[src/rtl/framebuffer_scanout.sv]
// Framebuffer scanout: turns video timing into scaled framebuffer reads and RGB888 pixels.
// Optional macro FB_SCANOUT_TESTPATTERN_EN adds test_in, which selects vertical colour bars.
module framebuffer_scanout #(
  parameter int H_ACTIVE    = 1280,
  parameter int V_ACTIVE    = 720,
  parameter int SCALE_LOG2  = 2,
  parameter int FB_WIDTH    = 320,
  parameter int MEM_LATENCY = 2
) (
  input  logic        clk_in,
  input  logic        rst_in,
  input  logic [10:0] hcount_in,
  input  logic [9:0]  vcount_in,
  input  logic        active_draw_in,
  input  logic        hsync_in,
  input  logic        vsync_in,
`ifdef FB_SCANOUT_TESTPATTERN_EN
  input  logic        test_in,
`endif
  output logic [15:0] addr_out,
  output logic        read_en_out,
  input  logic [15:0] mem_data_in,
  output logic [7:0]  red_out,
  output logic [7:0]  green_out,
  output logic [7:0]  blue_out,
  output logic        hsync_out,
  output logic        vsync_out,
  output logic        active_draw_out,
  output logic        frame_start_out
);

  localparam int          DEPTH   = 2 + MEM_LATENCY;
  localparam logic [10:0] H_END   = 11'(H_ACTIVE);
  localparam logic [9:0]  V_END   = 10'(V_ACTIVE);
  localparam logic [15:0] FB_STEP = 16'(FB_WIDTH);

  logic [15:0]      row_base;
  logic             frame_origin;
  logic             row_end;
  logic [15:0]      base_now;
  logic [15:0]      col;
  logic [DEPTH-1:0] hs_pipe;
  logic [DEPTH-1:0] vs_pipe;
  logic [DEPTH-1:0] act_pipe;
  logic [DEPTH-1:0] fs_pipe;
  logic [15:0]      pixel;

  always_comb begin
    frame_origin = (hcount_in == '0) && (vcount_in == '0);
    row_end      = (hcount_in == H_END) && (vcount_in < V_END) &&
                   (&vcount_in[SCALE_LOG2-1:0]);
    // The origin cycle already addresses from base 0, so a stale base never leaks out.
    base_now     = frame_origin ? '0 : row_base;
    col          = 16'(hcount_in >> SCALE_LOG2);
  end

  always_ff @(posedge clk_in or negedge rst_in) begin
    if (!rst_in) begin
      row_base <= '0;
    end else if (frame_origin) begin
      row_base <= '0;
    end else if (row_end) begin
      row_base <= row_base + FB_STEP;
    end
  end

  always_ff @(posedge clk_in or negedge rst_in) begin
    if (!rst_in) begin
      addr_out    <= '0;
      read_en_out <= 1'b0;
    end else begin
      addr_out    <= base_now + col;
`ifdef FB_SCANOUT_TESTPATTERN_EN
      read_en_out <= active_draw_in & ~test_in;
`else
      read_en_out <= active_draw_in;
`endif
    end
  end

  always_ff @(posedge clk_in or negedge rst_in) begin
    if (!rst_in) begin
      hs_pipe  <= '0;
      vs_pipe  <= '0;
      act_pipe <= '0;
      fs_pipe  <= '0;
    end else begin
      hs_pipe  <= {hs_pipe[DEPTH-2:0], hsync_in};
      vs_pipe  <= {vs_pipe[DEPTH-2:0], vsync_in};
      act_pipe <= {act_pipe[DEPTH-2:0], active_draw_in};
      fs_pipe  <= {fs_pipe[DEPTH-2:0], frame_origin};
    end
  end

`ifdef FB_SCANOUT_TESTPATTERN_EN
  logic [2:0] bar_pipe [DEPTH-1];
  logic [2:0] bar;

  always_ff @(posedge clk_in or negedge rst_in) begin
    if (!rst_in) begin
      for (int unsigned i = 0; i < DEPTH - 1; i++) bar_pipe[i] <= '0;
    end else begin
      bar_pipe[0] <= hcount_in[10:8];
      for (int unsigned i = 1; i < DEPTH - 1; i++) bar_pipe[i] <= bar_pipe[i-1];
    end
  end

  always_comb begin
    bar   = bar_pipe[DEPTH-2];
    pixel = mem_data_in;
    if (test_in) pixel = {{5{bar[2]}}, {6{bar[1]}}, {5{bar[0]}}};
  end
`else
  always_comb pixel = mem_data_in;
`endif

  // Capture uses the stage before the output so colour and delayed syncs leave together.
  always_ff @(posedge clk_in or negedge rst_in) begin
    if (!rst_in) begin
      red_out   <= '0;
      green_out <= '0;
      blue_out  <= '0;
    end else if (act_pipe[DEPTH-2]) begin
      red_out   <= {pixel[15:11], pixel[15:13]};
      green_out <= {pixel[10:5],  pixel[10:9]};
      blue_out  <= {pixel[4:0],   pixel[4:2]};
    end else begin
      red_out   <= '0;
      green_out <= '0;
      blue_out  <= '0;
    end
  end

  always_comb begin
    hsync_out       = hs_pipe[DEPTH-1];
    vsync_out       = vs_pipe[DEPTH-1];
    active_draw_out = act_pipe[DEPTH-1];
    frame_start_out = fs_pipe[DEPTH-1];
  end

endmodule

[config.mk]
export PLATFORM = sky130hd
export DESIGN_NAME = framebuffer_scanout
export DESIGN_NICKNAME = d
export VERILOG_FILES = /design/src/rtl/framebuffer_scanout.sv
export SDC_FILE = /design/constraint.sdc
export NUM_CORES = 1
export LEC_CHECK = 0
export CORE_MARGIN = 2
export CORE_UTILIZATION = 27
export DETAILED_ROUTE_END_ITERATION = 12
export GPL_TIMING_DRIVEN = 0
export HOLD_SLACK_MARGIN = 0.08
export PLACE_DENSITY_LB_ADDON = 0.25
export SYNTH_ARGS = -nofsm -noshare
export SYNTH_HDL_FRONTEND = slang
export SYNTH_SLANG_ARGS = --single-unit
export TNS_END_PERCENT = 100
[constraint.sdc]
create_clock -name clk_in -period 3.45 [get_ports clk_in]
set_input_delay 0.69 -clock clk_in [delete_from_list [all_inputs] [get_ports clk_in]]
set_output_delay 0.69 -clock clk_in [all_outputs]
set_load 0.005 [all_outputs]
* Word-level counts from Yosys, hierarchy flattened *
Cells that the tools add are included.

storage, ports and cells
  flip-flop bits (word level) = 73
  bits in latches = 0
  memory bits (writable) = 0
  bits in read-only memories = 0
  bits of input ports = 42
  output and inout port bits = 45
  logic and storage cells = 27
  memories kept = 0

operators by class
  add/sub/neg operators = 2
  multiply operators = 0
  div/mod/pow operators = 0
  magnitude comparators = 1
  equal/unequal tests = 1
  shift-type cells = 0
  muxes and demuxes = 6
  bitwise logic cells = 0
  reduce and logical (&&, ||, !) cells = 7

operators with widths
  cell                                           number
  2-to-1 mux 16 bit                              3
  2-to-1 mux 8 bit                               3
  adder 16 x 9 -> 16 bit                         1
  adder 16 x 9 -> 16 bit, second input constant  1
  == test 11 bit, second input constant          1
  logical NOT 11 bit                             1
  logical NOT 10 bit                             1
  < comparator 10 bit, second input constant     1
  logical AND 1 bit                              3
  AND reduction 2 bit                            1
  nonzero test 2 bit                             1

* Logic depth before layout (Yosys ltp) *
  depth after elaboration = 5
  gate-level depth with buffers = 11
  depth with buffers taken out = 10

* Worst setup path after synthesis *
No wires, ideal clock.

  path type = input port to flip-flop
  start = input hcount_in[1]
  end = register addr_out[11]
  library setup time = 0.076 ns
  data arrival time = 2.698 ns
  required time = 3.374 ns
  path slack = 0.676 ns
  stages = 10
  path buffers = 1
  cells stage by stage = nor4_4 nand3_4 nand2b_1 buf_6 and2_1 ha_1 nand2_1 o21a_1 a2111o_1 o21ai_1

between the ends
  cells in the longest elaborated chain, start to end = 4

ends and longest elaborated chain
  item                    line  text
  start, declared         12    input logic [10:0] hcount_in,
  logical NOT 11 bit      49    frame_origin = (hcount_in == '0) && (vcount_in == '0);
  logical AND 1 bit       49
  2-to-1 mux 16 bit       53    base_now = frame_origin ? '0 : row_base;
  adder 16 x 9 -> 16 bit  72    addr_out <= base_now + col;
  end signal, assigned    72
  end, declared           20    output logic [15:0] addr_out,

Every way passes these cells.
A chain may end at the register's enable or synchronous reset.

* Worst setup path after layout *
Same ends and word-level chain as after synthesis.

==> impl_metrics.py <==
metrics = {
    "run_status": {
        "status": "finished clean",
    },
    "floorplan": {
        "core_area_um2": 9328,
        "die_x_um": 102.4,
        "die_area_um2": 10480,
        "dieHeight_um": 102.4,
        "start_util_pct": 28.02,
        "num_rows": 35,
        "io_pins": 87,
    },
    "pwr": {
        "peakVddDrop_v": 0.0001720,
        "powerDensity_nw_per_um2": 420.1,
        "switching_share_pct": 22.99,
        "p_leak_nw": 1.653,
        "pwr-share-seq_pct": 44.2,
        "pwr-share-comb_pct": 13.4,
        "p_int_w": 0.001261,
        "finalPower_w": 0.001638,
        "p_clk_share_pct": 42.4,
        "switchingPower_w": 0.0003766,
    },
    "cells_and_area": {
        "antenna_cells": 0,
        "area_growth_pct": 49.16,
        "drive_above_1_share_pct": 11.68,
        "n_fill_cell": 924,
        "fin_cells": 463,
        "utilization_pct": 41.80,
        "nets": 382,
    },
    "clocking": {
        "clockBufferDepth": 2,
        "cts_resized": 0,
        "postCtsSetupBuffers": 0,
        "clk_latency_ps": 330,
        "cts_root_buffer": "clkbuf_8",
        "cts_buffers": 9,
        "clk_pin_slew_ps": 70,
        "cts_tree": "done",
        "clock_sinks": 58,
        "holdBufCountCts": 0,
        "ctsHtreeMaxLevel": 3,
    },
    "synth": {
        "synth_edf_count": 0,
        "ys.warnings.count": 0,
        "synth-main-ff-cell": "dfrtp_1",
        "async_flop_share_pct": 100.0,
        "synth_area_um2": 2614,
        "ys_seq_area_share_pct": 55.53,
        "synth_largest_area_cell": "dfrtp_1",
        "avgSynthCellArea_um2": 11.62,
        "yosysUniqueCellTypes": 40,
        "netlist.area_leader.share_pct": 55.53,
        "yosysMostFrequentCell": "dfrtp_1",
        "netlist_top_cells_area": "dfrtp_1, xnor2_1, ha_1, and2_1, nor2_1",
        "postSynthCellCount": 225,
        "synth-seq-cells": 58,
        "synthTopCellsByCount": "dfrtp_1, and2_1, nor2_1",
    },
    "route": {
        "wl_um": 5431,
        "viasPerCell": 4.352,
        "ant_nets": 0,
        "first_pass_iters": 4,
        "route.vias.total": 2015,
        "wl_per_cell_um": 11.73,
        "first_iter_violations": 80,
        "drc": 0,
    },
    "global_route": {
        "grt_max_degree": 41,
        "grt_overflow_total": 0,
        "grt_use_total_pct": 11.30,
        "grt_pass1_vias": 1935,
        "grt_antenna_before_repair": 0,
        "grt_pass1_wl_um": 9073,
    },
    "critical_path": {
        "cp-start-kind": "input pin",
        "crit_chain": "clkdlybuf4s50_1, nor4_4, nand3_4, nand2b_1, buf_6, and2_1, ha_1, nand2_1, o21a_1, a2111o_1, o21ai_1",
        "path_max_fanout": 8,
        "crit_arrival_ps": 3500,
        "crit_slowest_cell": "clkdlybuf4s50_1",
        "critPathRequiredTime_ps": 3700,
        "crit_type": "input pin to register",
        "cp-end-kind": "register",
        "max_stage_delay_ps": 450,
    },
    "sta": {
        "hold_ws_ps": 298.8,
        "finalWorstSetupSlack_ps": 197.1,
        "rsz0062_at_grt": "no",
        "finalSetupViolCount": 0,
        "finalCriticalPeriod_ps": 3253,
        "hold_viol_final": 0,
        "period_share_pct": 94.29,
        "skew_ps": 12.92,
        "clock.fmax_ghz": 0.3074,
        "slew_violations": 0,
    },
    "placement": {
        "dp.cells": 447,
        "hpwlAfterDp_um": 4121,
        "port_buffers": 86,
        "globalplace.congestion": 0.7794,
        "pre_cts_ws_ps": -205.4,
    },
    "worst_hold_path": {
        "hp-class": "input pin to async pin",
    },
    "run": {
        "maxCapViolCount": 0,
    },
}
[final cells by class]
type / instances / area [um^2] / share of cell area (%)
well taps: 129 / 161.4 / 4.140
repair buffers: 87 / 875.8 / 22.46
multi-input cells: 156 / 1045 / 26.80
inverters: 4 / 27.53 / 0.7060
flip-flops and latches: 58 / 1451 / 37.23
plain buffers: 13 / 112.6 / 2.888
clock buffers: 9 / 123.9 / 3.177
clock inverters: 7 / 101.3 / 2.599
[power by group through the flow]
stage / combinational, W / clock, W / sequential [W]
CTS: 0.000222 / 0.000720 / 0.000725
finish: 0.000220 / 0.000694 / 0.000724
floorplan: 0.0000692 / 0 / 0.000741
detailed placement: 0.000221 / 0 / 0.000738
global placement: 0.000217 / 0 / 0.000737
global route: 0.000244 / 0.000748 / 0.000727
[cells in the final DEF, fill, tap and decap left out, drive strengths merged, types with 2 or more instances in the layout]
cell,Yosys,layout
o21ai,9,9
bufinv,0,2
a2111o,3,3
a21o,2,2
a21oi,13,13
clkdlybuf4s50,0,85
xor2,4,4
buf,12,14
clkinvlp,0,2
dfrtp,58,58
nand3,10,10
inv,3,4
nor3,6,6
o211ai,2,2
and3,2,2
clkinv,1,3
a211oi,2,2
nor4,7,7
nor2,20,20
nand2,12,12
nand4,3,3
xnor2,15,15
clkbuf,1,10
and4,2,2
ha,10,10
conb,1,7
and2,19,19
o2111ai,2,2
[layer usage]
| layer | part of all wire, % | global-route usage [%] | vias up | wire length, um |
|---|---|---|---|---|
| met3 | 6.6 | 3.283 | 9 | 359 |
| li1 | - | - | 978 | - |
| met5 | 0 | 0 | - | 0 |
| met2 | 46 | 17.86 | 74 | 2497 |
| met1 | 46 | 14.18 | 954 | 2476 |
| met4 | 1.8 | 5.538 | 0 | 98 |
[final timing paths]
kind                                              start                endpoint  slack (ps)  cells past startpoint
min in group clk_in                vs_pipe[2]$_DFF_PN0_    vs_pipe[3]$_DFF_PN0_         350                      0
worst max-delay path                       hcount_in[1]  addr_out[11]$_DFF_PN0_         200                     11
worst min register to register     vs_pipe[2]$_DFF_PN0_    vs_pipe[3]$_DFF_PN0_         350                      0
max in group asynchronous                        rst_in   addr_out[8]$_DFF_PN0_        2580                      2
worst min-delay path                             rst_in    red_out[5]$_DFF_PN0_         300                      1
worst max register to register  row_base[7]$_DFFE_PN0P_  addr_out[11]$_DFF_PN0_        1560                      6
[sequential cells by signal, summed over array words and instances (netlist names)]
signal     count
green_out      6
addr_out      16
act_pipe       4
red_out        5
blue_out       5
hs_pipe        4
row_base      10
vs_pipe        4
fs_pipe        4
[stage by stage]
stage | instance area [um^2] | TNS, ps
4_1_cts | 3899 | 0
5_1_grt | 3899 | 0
3_5_place_dp | 3674 | -1068
6_report | 3899 | 0
3_3_place_gp | 3659 | -10060
2_1_floorplan | 2636 | 0
[critical path: cells and delay by family]
kind / cells / cell delay (ps)
fa+ha+maj: 1 / 370
simple gates: 5 / 1090
buf+inv: 2 / 590
compound gates: 3 / 770
[cell families after synthesis]
kind of cell | after synthesis | share of synthesized area [%]
fa+ha+maj | 11 | 5.553
other cells | 1 | 0.1435
simple gates | 83 | 18.24
buf+inv | 17 | 5.361
xor+xnor | 19 | 6.367
flops | 58 | 55.53
compound gates | 36 | 8.808
Power figures use the tool's default switching activity.
